**config.mk**
```make
export PLATFORM = sky130hd
export DESIGN_NAME = uart_rx_param
export DESIGN_NICKNAME = d
export VERILOG_FILES = /design/src/rtl/uart_rx_param.sv
export SDC_FILE = /design/constraint.sdc
export NUM_CORES = 1
export LEC_CHECK = 0
export BUFFER_PORTS_ARGS = -buffer_cell sky130_fd_sc_hd__buf_2
export CAP_MARGIN = 20
export CORE_MARGIN = 8
export CORE_UTILIZATION = 62
export CTS_CLUSTER_SIZE = 30
export DETAILED_ROUTE_END_ITERATION = 10
export GPL_TIMING_DRIVEN = 0
export PLACE_DENSITY = 0.83
export SLEW_MARGIN = 20
export SYNTH_ARGS = -nofsm -noshare
export SYNTH_HDL_FRONTEND = slang
export SYNTH_SLANG_ARGS = --single-unit
```
**constraint.sdc**
```tcl
create_clock -name clk -period 6.9 [get_ports clk]
set_clock_uncertainty 0.2 [all_clocks]
set_input_delay 0 -clock clk [delete_from_list [all_inputs] [get_ports clk]]
set_output_delay 0 -clock clk [all_outputs]
set_load 0.1 [all_outputs]
```
**src/rtl/uart_rx_param.sv**
```systemverilog
// Parameterised UART receiver: 16x oversampling, optional parity, 1-2 stop bits, valid/ready output.
// Define UART_RX_MAJORITY_EN to decide each bit by a 2-of-3 vote over ticks 7, 8 and 9.
module uart_rx_param #(
    parameter int CLK_FREQ  = 50000000,
    parameter int BAUD      = 115200,
    parameter int DATA_BITS = 8,
    parameter int PARITY    = 0,
    parameter int STOP_BITS = 1
) (
    input  logic                 clk,
    input  logic                 rst,
    input  logic                 rs232_rx,
    output logic [DATA_BITS-1:0] rx_data,
    output logic                 rx_valid,
    input  logic                 rx_ready,
    output logic                 frame_err,
    output logic                 parity_err,
    output logic                 overrun,
    output logic                 rx_busy
);

    localparam int DIV_RAW = CLK_FREQ / (BAUD * 16);
    localparam int DIV     = (DIV_RAW < 1) ? 1 : DIV_RAW;
    localparam int TW      = (DIV > 1) ? $clog2(DIV) : 1;
    localparam logic [TW-1:0] TICK_LAST = TW'(DIV - 1);
    localparam logic [3:0] LAST_DATA = 4'(DATA_BITS - 1);
    localparam logic [3:0] LAST_STOP = 4'(STOP_BITS - 1);
    localparam logic PAR_INV = (PARITY == 1);
`ifdef UART_RX_MAJORITY_EN
    localparam logic [3:0] DECIDE_AT = 4'd8;
`else
    localparam logic [3:0] DECIDE_AT = 4'd7;
`endif

    typedef enum logic [2:0] {IDLE, START, DATA, PAR, STOP} state_t;

    state_t                 state, state_next;
    logic                   sync1, sync2, sync3;
    logic                   rx_sync, start_edge;
    logic [TW-1:0]          tick_cnt;
    logic [3:0]             tick_idx;
    logic                   tick, decide, bit_end, bit_val;
    logic                   restart, frame_done;
    logic [3:0]             bit_cnt;
    logic [DATA_BITS-1:0]   shift_reg;
    logic                   par_err_p, frm_err_p, frm_err_now;

    always_ff @(posedge clk) begin
        if (rst) begin
            sync1 <= 1'b1;
            sync2 <= 1'b1;
            sync3 <= 1'b1;
        end else begin
            sync1 <= rs232_rx;
            sync2 <= sync1;
            sync3 <= sync2;
        end
    end

    assign rx_sync    = sync2;
    assign start_edge = sync3 & ~sync2;

    // Tick phase is re-zeroed on every start edge so sampling lands mid-bit.
    assign tick    = (tick_cnt == TICK_LAST);
    assign decide  = tick && (tick_idx == DECIDE_AT);
    assign bit_end = tick && (tick_idx == 4'd15);

    always_ff @(posedge clk) begin
        if (rst || restart) begin
            tick_cnt <= '0;
            tick_idx <= '0;
        end else if (tick) begin
            tick_cnt <= '0;
            tick_idx <= tick_idx + 4'd1;
        end else begin
            tick_cnt <= tick_cnt + TW'(1);
        end
    end

`ifdef UART_RX_MAJORITY_EN
    logic samp_a, samp_b;

    always_ff @(posedge clk) begin
        if (rst) begin
            samp_a <= 1'b1;
            samp_b <= 1'b1;
        end else if (tick && tick_idx == 4'd6) begin
            samp_a <= rx_sync;
        end else if (tick && tick_idx == 4'd7) begin
            samp_b <= rx_sync;
        end
    end

    assign bit_val = (samp_a & samp_b) | (samp_a & rx_sync) | (samp_b & rx_sync);
`else
    assign bit_val = rx_sync;
`endif

    always_ff @(posedge clk) begin
        if (rst) state <= IDLE;
        else     state <= state_next;
    end

    always_comb begin
        state_next = state;
        restart    = 1'b0;
        frame_done = 1'b0;
        case (state)
            IDLE:  if (start_edge) begin
                       state_next = START;
                       restart    = 1'b1;
                   end
            START: if (decide && bit_val) state_next = IDLE;
                   else if (bit_end)      state_next = DATA;
            DATA:  if (bit_end && bit_cnt == LAST_DATA)
                       state_next = (PARITY != 0) ? PAR : STOP;
            PAR:   if (bit_end) state_next = STOP;
            STOP:  if (decide && bit_cnt == LAST_STOP) begin
                       state_next = IDLE;
                       frame_done = 1'b1;
                   end
            default: state_next = IDLE;
        endcase
    end

    always_ff @(posedge clk) begin
        if (rst) begin
            bit_cnt   <= '0;
            shift_reg <= '0;
            par_err_p <= 1'b0;
            frm_err_p <= 1'b0;
        end else if (restart) begin
            bit_cnt   <= '0;
            par_err_p <= 1'b0;
            frm_err_p <= 1'b0;
        end else begin
            case (state)
                DATA: begin
                    if (decide)  shift_reg <= {bit_val, shift_reg[DATA_BITS-1:1]};
                    if (bit_end) bit_cnt <= (bit_cnt == LAST_DATA) ? 4'd0 : bit_cnt + 4'd1;
                end
                PAR:  if (decide) par_err_p <= bit_val ^ (^shift_reg) ^ PAR_INV;
                STOP: begin
                    if (decide && !bit_val) frm_err_p <= 1'b1;
                    if (bit_end)            bit_cnt   <= bit_cnt + 4'd1;
                end
                default: ;
            endcase
        end
    end

    // The last stop bit is judged in the same cycle the frame completes.
    assign frm_err_now = frm_err_p | ~bit_val;

    always_ff @(posedge clk) begin
        if (rst) begin
            rx_data    <= '0;
            rx_valid   <= 1'b0;
            frame_err  <= 1'b0;
            parity_err <= 1'b0;
            overrun    <= 1'b0;
        end else begin
            overrun <= 1'b0;
            if (rx_valid && rx_ready) rx_valid <= 1'b0;
            if (frame_done) begin
                if (!rx_valid || rx_ready) begin
                    rx_data    <= shift_reg;
                    frame_err  <= frm_err_now;
                    parity_err <= par_err_p;
                    rx_valid   <= 1'b1;
                end else begin
                    overrun <= 1'b1;
                end
            end
        end
    end

    assign rx_busy = (state != IDLE);

endmodule

```
==> run metrics <==
drt first pass iters=4; CTS Root Cell=sky130_fd_sc_hd__clkbuf_4; post-detailed-route DRC marker count=0; Max rail drop VDD=220.8 uV; class of the tightest hold or removal check=in2reg; count of cell types in the netlist=37; number of H-tree levels=2; setup-violating endpoint count in the final report=0; number of antenna violations at the first check in global routing=0; total grt overflow=0; Worst Reg2Reg Path Length in Cells=8; number of buffers inserted during clock tree synthesis=5; WP data required=6.93 ns; cell with the largest stage delay on the worst path=sky130_fd_sc_hd__or4_4; total count of max-transition violations in the final report=0; Post-Syn Area=1802 um^2; Fin Setup TNS=0 ns; mean instance size in the synthesized netlist=9.792 um^2; GPL Wtd Cong=0.8130; launching element type of the critical path=flop; Crit path depth=8; total design power=412.7 uW; Worst-Margin Slew=0.5357 ns; cts hold-fix bufs=2; Synth-to-Final Area Change=11.74%; Worst path max stage delay=0.51 ns; number of non-filler instances in the completed layout=240; post-synthesis net count=193; average routed wire per standard cell=13.51 um; post-cts sizing count=0; Post CTS Setup Buffer Count=0; worst setup path endpoint=frame_err; maximum number of pins on one net before global-route repair=13; dominant delay contributor by cell family on the critical path=simple AND/OR/NAND/NOR gates; global-route wire length before repair=5.830 mm; primary flip-flop cell chosen by synthesis mapping=sky130_fd_sc_hd__dfxtp_1; RSZ-0062 raised after global routing=false; Util after Layout=0.7300; async set-reset flop share out of synthesis=0; ratio of final minimum period to clock period=0.3369; area of the die=4887 um^2; Initial DRC Count=81; vias post-DR=1315; number of global-route vias before repair=1369; Tot GR Track Use=0.1408; Crit Path Class=reg2reg; terminus of the critical flop-to-flop path=frame_err; number of hold violations in the final report=0; clk slew on worst S/H paths=0.12 ns; Core Box Area=2758 um^2; TritonCTS clock tree=built; number of nets in the final layout=218; post-placement cell count=231; static power due to leakage=0.0009257 uW; highest clock frequency the design can meet=430.1 MHz; sort of element at the end of the critical path=flop; Final min period=2.325 ns; antenna viol nets, final=0; number of maximum-capacitance violations=0; input/output buffers=16; flop-to-flop setup slack=4.58 ns; power density of the placed cells=205.0 nW/um^2; Syn. warnings=0; ordered list of cells on the worst path=inv_1 -> ha_1 -> or3b_1 -> or4_4 -> nand2b_4 -> buf_6 -> nor3b_2 -> nor3_1; Seq cells post-synth=41; CP bufs+invs=2; cell count after synthesis=184; ratio of cells with drive above 1 in the final layout=0.1722; # clock sinks=41; number of enable flip-flop cells after synthesis=0; Critical R2R Launch=bit_cnt[0]; wire length reported by the detailed router=3.243 mm; data arrival time of the critical path=2.35 ns; initial core utilization=0.6534; ports placed on the boundary=17; fill cell count=209; diode insertion count for antenna repair=0; multi-input gate area in the final layout=920.9 um^2; Max-Slew Margin vs Limit=0.6417; vias per inst=5.479; row count=19; maximum fanout encountered on the critical timing path=10; CTS max path bufs=2; height of the die=69.91 um; half-perimeter wire length after placement=2.383 mm; outcome=complete, no violations; sequential fraction of the synthesis area=0.4556; DIE WIDTH=69.91 um; worst setup path startpoint=bit_cnt[0]; register area=820.8 um^2; clock latency on the worst-skew pair=0.34 ns
cells by family (layout without fill, tap and decap cells):
logic type      after synthesis  count (layout)  share of synthesized area
compound gates               12              12                    0.04583
xor+xnor                     16              16                    0.08542
buf+inv                      12              37                    0.03333
fa+ha+maj                     5               5                    0.03472
mux                          19              19                     0.1056
simple gates                 79              79                     0.2396
flops                        41              41                     0.4556
synth_stat cells (2+ instances only):
master / instances / area share
sky130_fd_sc_hd__clkbuf_1: 6 / 0.012
sky130_fd_sc_hd__nor2_1: 38 / 0.079
sky130_fd_sc_hd__inv_1: 4 / 0.0083
sky130_fd_sc_hd__or2_2: 3 / 0.010
sky130_fd_sc_hd__nand3_1: 5 / 0.014
sky130_fd_sc_hd__mux2i_1: 19 / 0.11
sky130_fd_sc_hd__buf_6: 2 / 0.012
sky130_fd_sc_hd__ha_1: 5 / 0.035
sky130_fd_sc_hd__or3b_1: 2 / 0.0097
sky130_fd_sc_hd__a21oi_1: 6 / 0.017
sky130_fd_sc_hd__nor3_1: 3 / 0.0083
sky130_fd_sc_hd__nand4_1: 2 / 0.0069
sky130_fd_sc_hd__nand2b_1: 4 / 0.014
sky130_fd_sc_hd__dfxtp_1: 41 / 0.46
sky130_fd_sc_hd__nand2_1: 8 / 0.017
sky130_fd_sc_hd__xnor2_1: 8 / 0.039
sky130_fd_sc_hd__nor2b_1: 2 / 0.0069
sky130_fd_sc_hd__xor2_1: 7 / 0.034
worst min-delay path, delay by kind of cell:
kind,cells,cell delay [ns]
simple gates,1,0.18
buf+inv,2,0.40
cell type report:
type / instances / area share
Timing Repair Buffer: 18 / 0.04972
Clock inverter: 2 / 0.01740
Sequential cell: 41 / 0.4077
Inverter: 4 / 0.007458
Buffer: 8 / 0.02237
Clock buffer: 5 / 0.01865
Multi-Input combinational cell: 131 / 0.4574
Tap cell: 31 / 0.01927
power breakdown:
part	total [uW]	internal, uW	switching [uW]
Sequential	242	239	2.16
Combinational	23.5	8.65	14.8
Clock	148	73.8	73.8
stage by stage:
stage	hold slack [ns]	area, um^2	setup WS, ns
after floorplan	-0.09619	1802	4.730
after global placement	-0.01446	1921	4.635
after detailed placement	-0.01568	1921	4.589
after CTS	0.04470	2013	4.569
after global routing	0.1250	2013	4.450
final	0.04892	2013	4.575
cell usage in the layout (no fill, tap or decap), types with 2 or more instances in the layout:
master / n
sky130_fd_sc_hd__nor3_1: 3
sky130_fd_sc_hd__nor2_1: 38
sky130_fd_sc_hd__xnor2_1: 8
sky130_fd_sc_hd__clkbuf_4: 5
sky130_fd_sc_hd__mux2i_1: 19
sky130_fd_sc_hd__nand4_1: 2
sky130_fd_sc_hd__ha_1: 5
sky130_fd_sc_hd__inv_1: 4
sky130_fd_sc_hd__or2_2: 3
sky130_fd_sc_hd__nand2b_1: 4
sky130_fd_sc_hd__a21oi_1: 6
sky130_fd_sc_hd__clkbuf_1: 6
sky130_fd_sc_hd__dfxtp_1: 41
sky130_fd_sc_hd__xor2_1: 7
sky130_fd_sc_hd__nand3_1: 5
sky130_fd_sc_hd__buf_6: 2
sky130_fd_sc_hd__nand2_1: 8
sky130_fd_sc_hd__buf_2: 16
sky130_fd_sc_hd__or3b_1: 2
sky130_fd_sc_hd__nor2b_1: 2
sky130_fd_sc_hd__dlygate4sd3_1: 2
worst min path at each step:
stage	cells past startpoint	from	endpoint
3_3_place_gp	2	rs232_rx	sync1
4_1_cts	3	rst	sync1
3_5_place_dp	2	rs232_rx	sync1
6_report	3	rst	sync1
5_1_grt	3	rst	bit_val
2_1_floorplan	1	rs232_rx	sync1
per-layer routing:
metal | track usage | routed length (um) | vias up
li1 | - | - | 664
met1 | 0.1544 | 1479 | 620
met2 | 0.2406 | 1552 | 24
met3 | 0.04379 | 147 | 7
met4 | 0.06696 | 63 | 0
met5 | 0 | 0 | -
(Power assumes the default switching activity.)
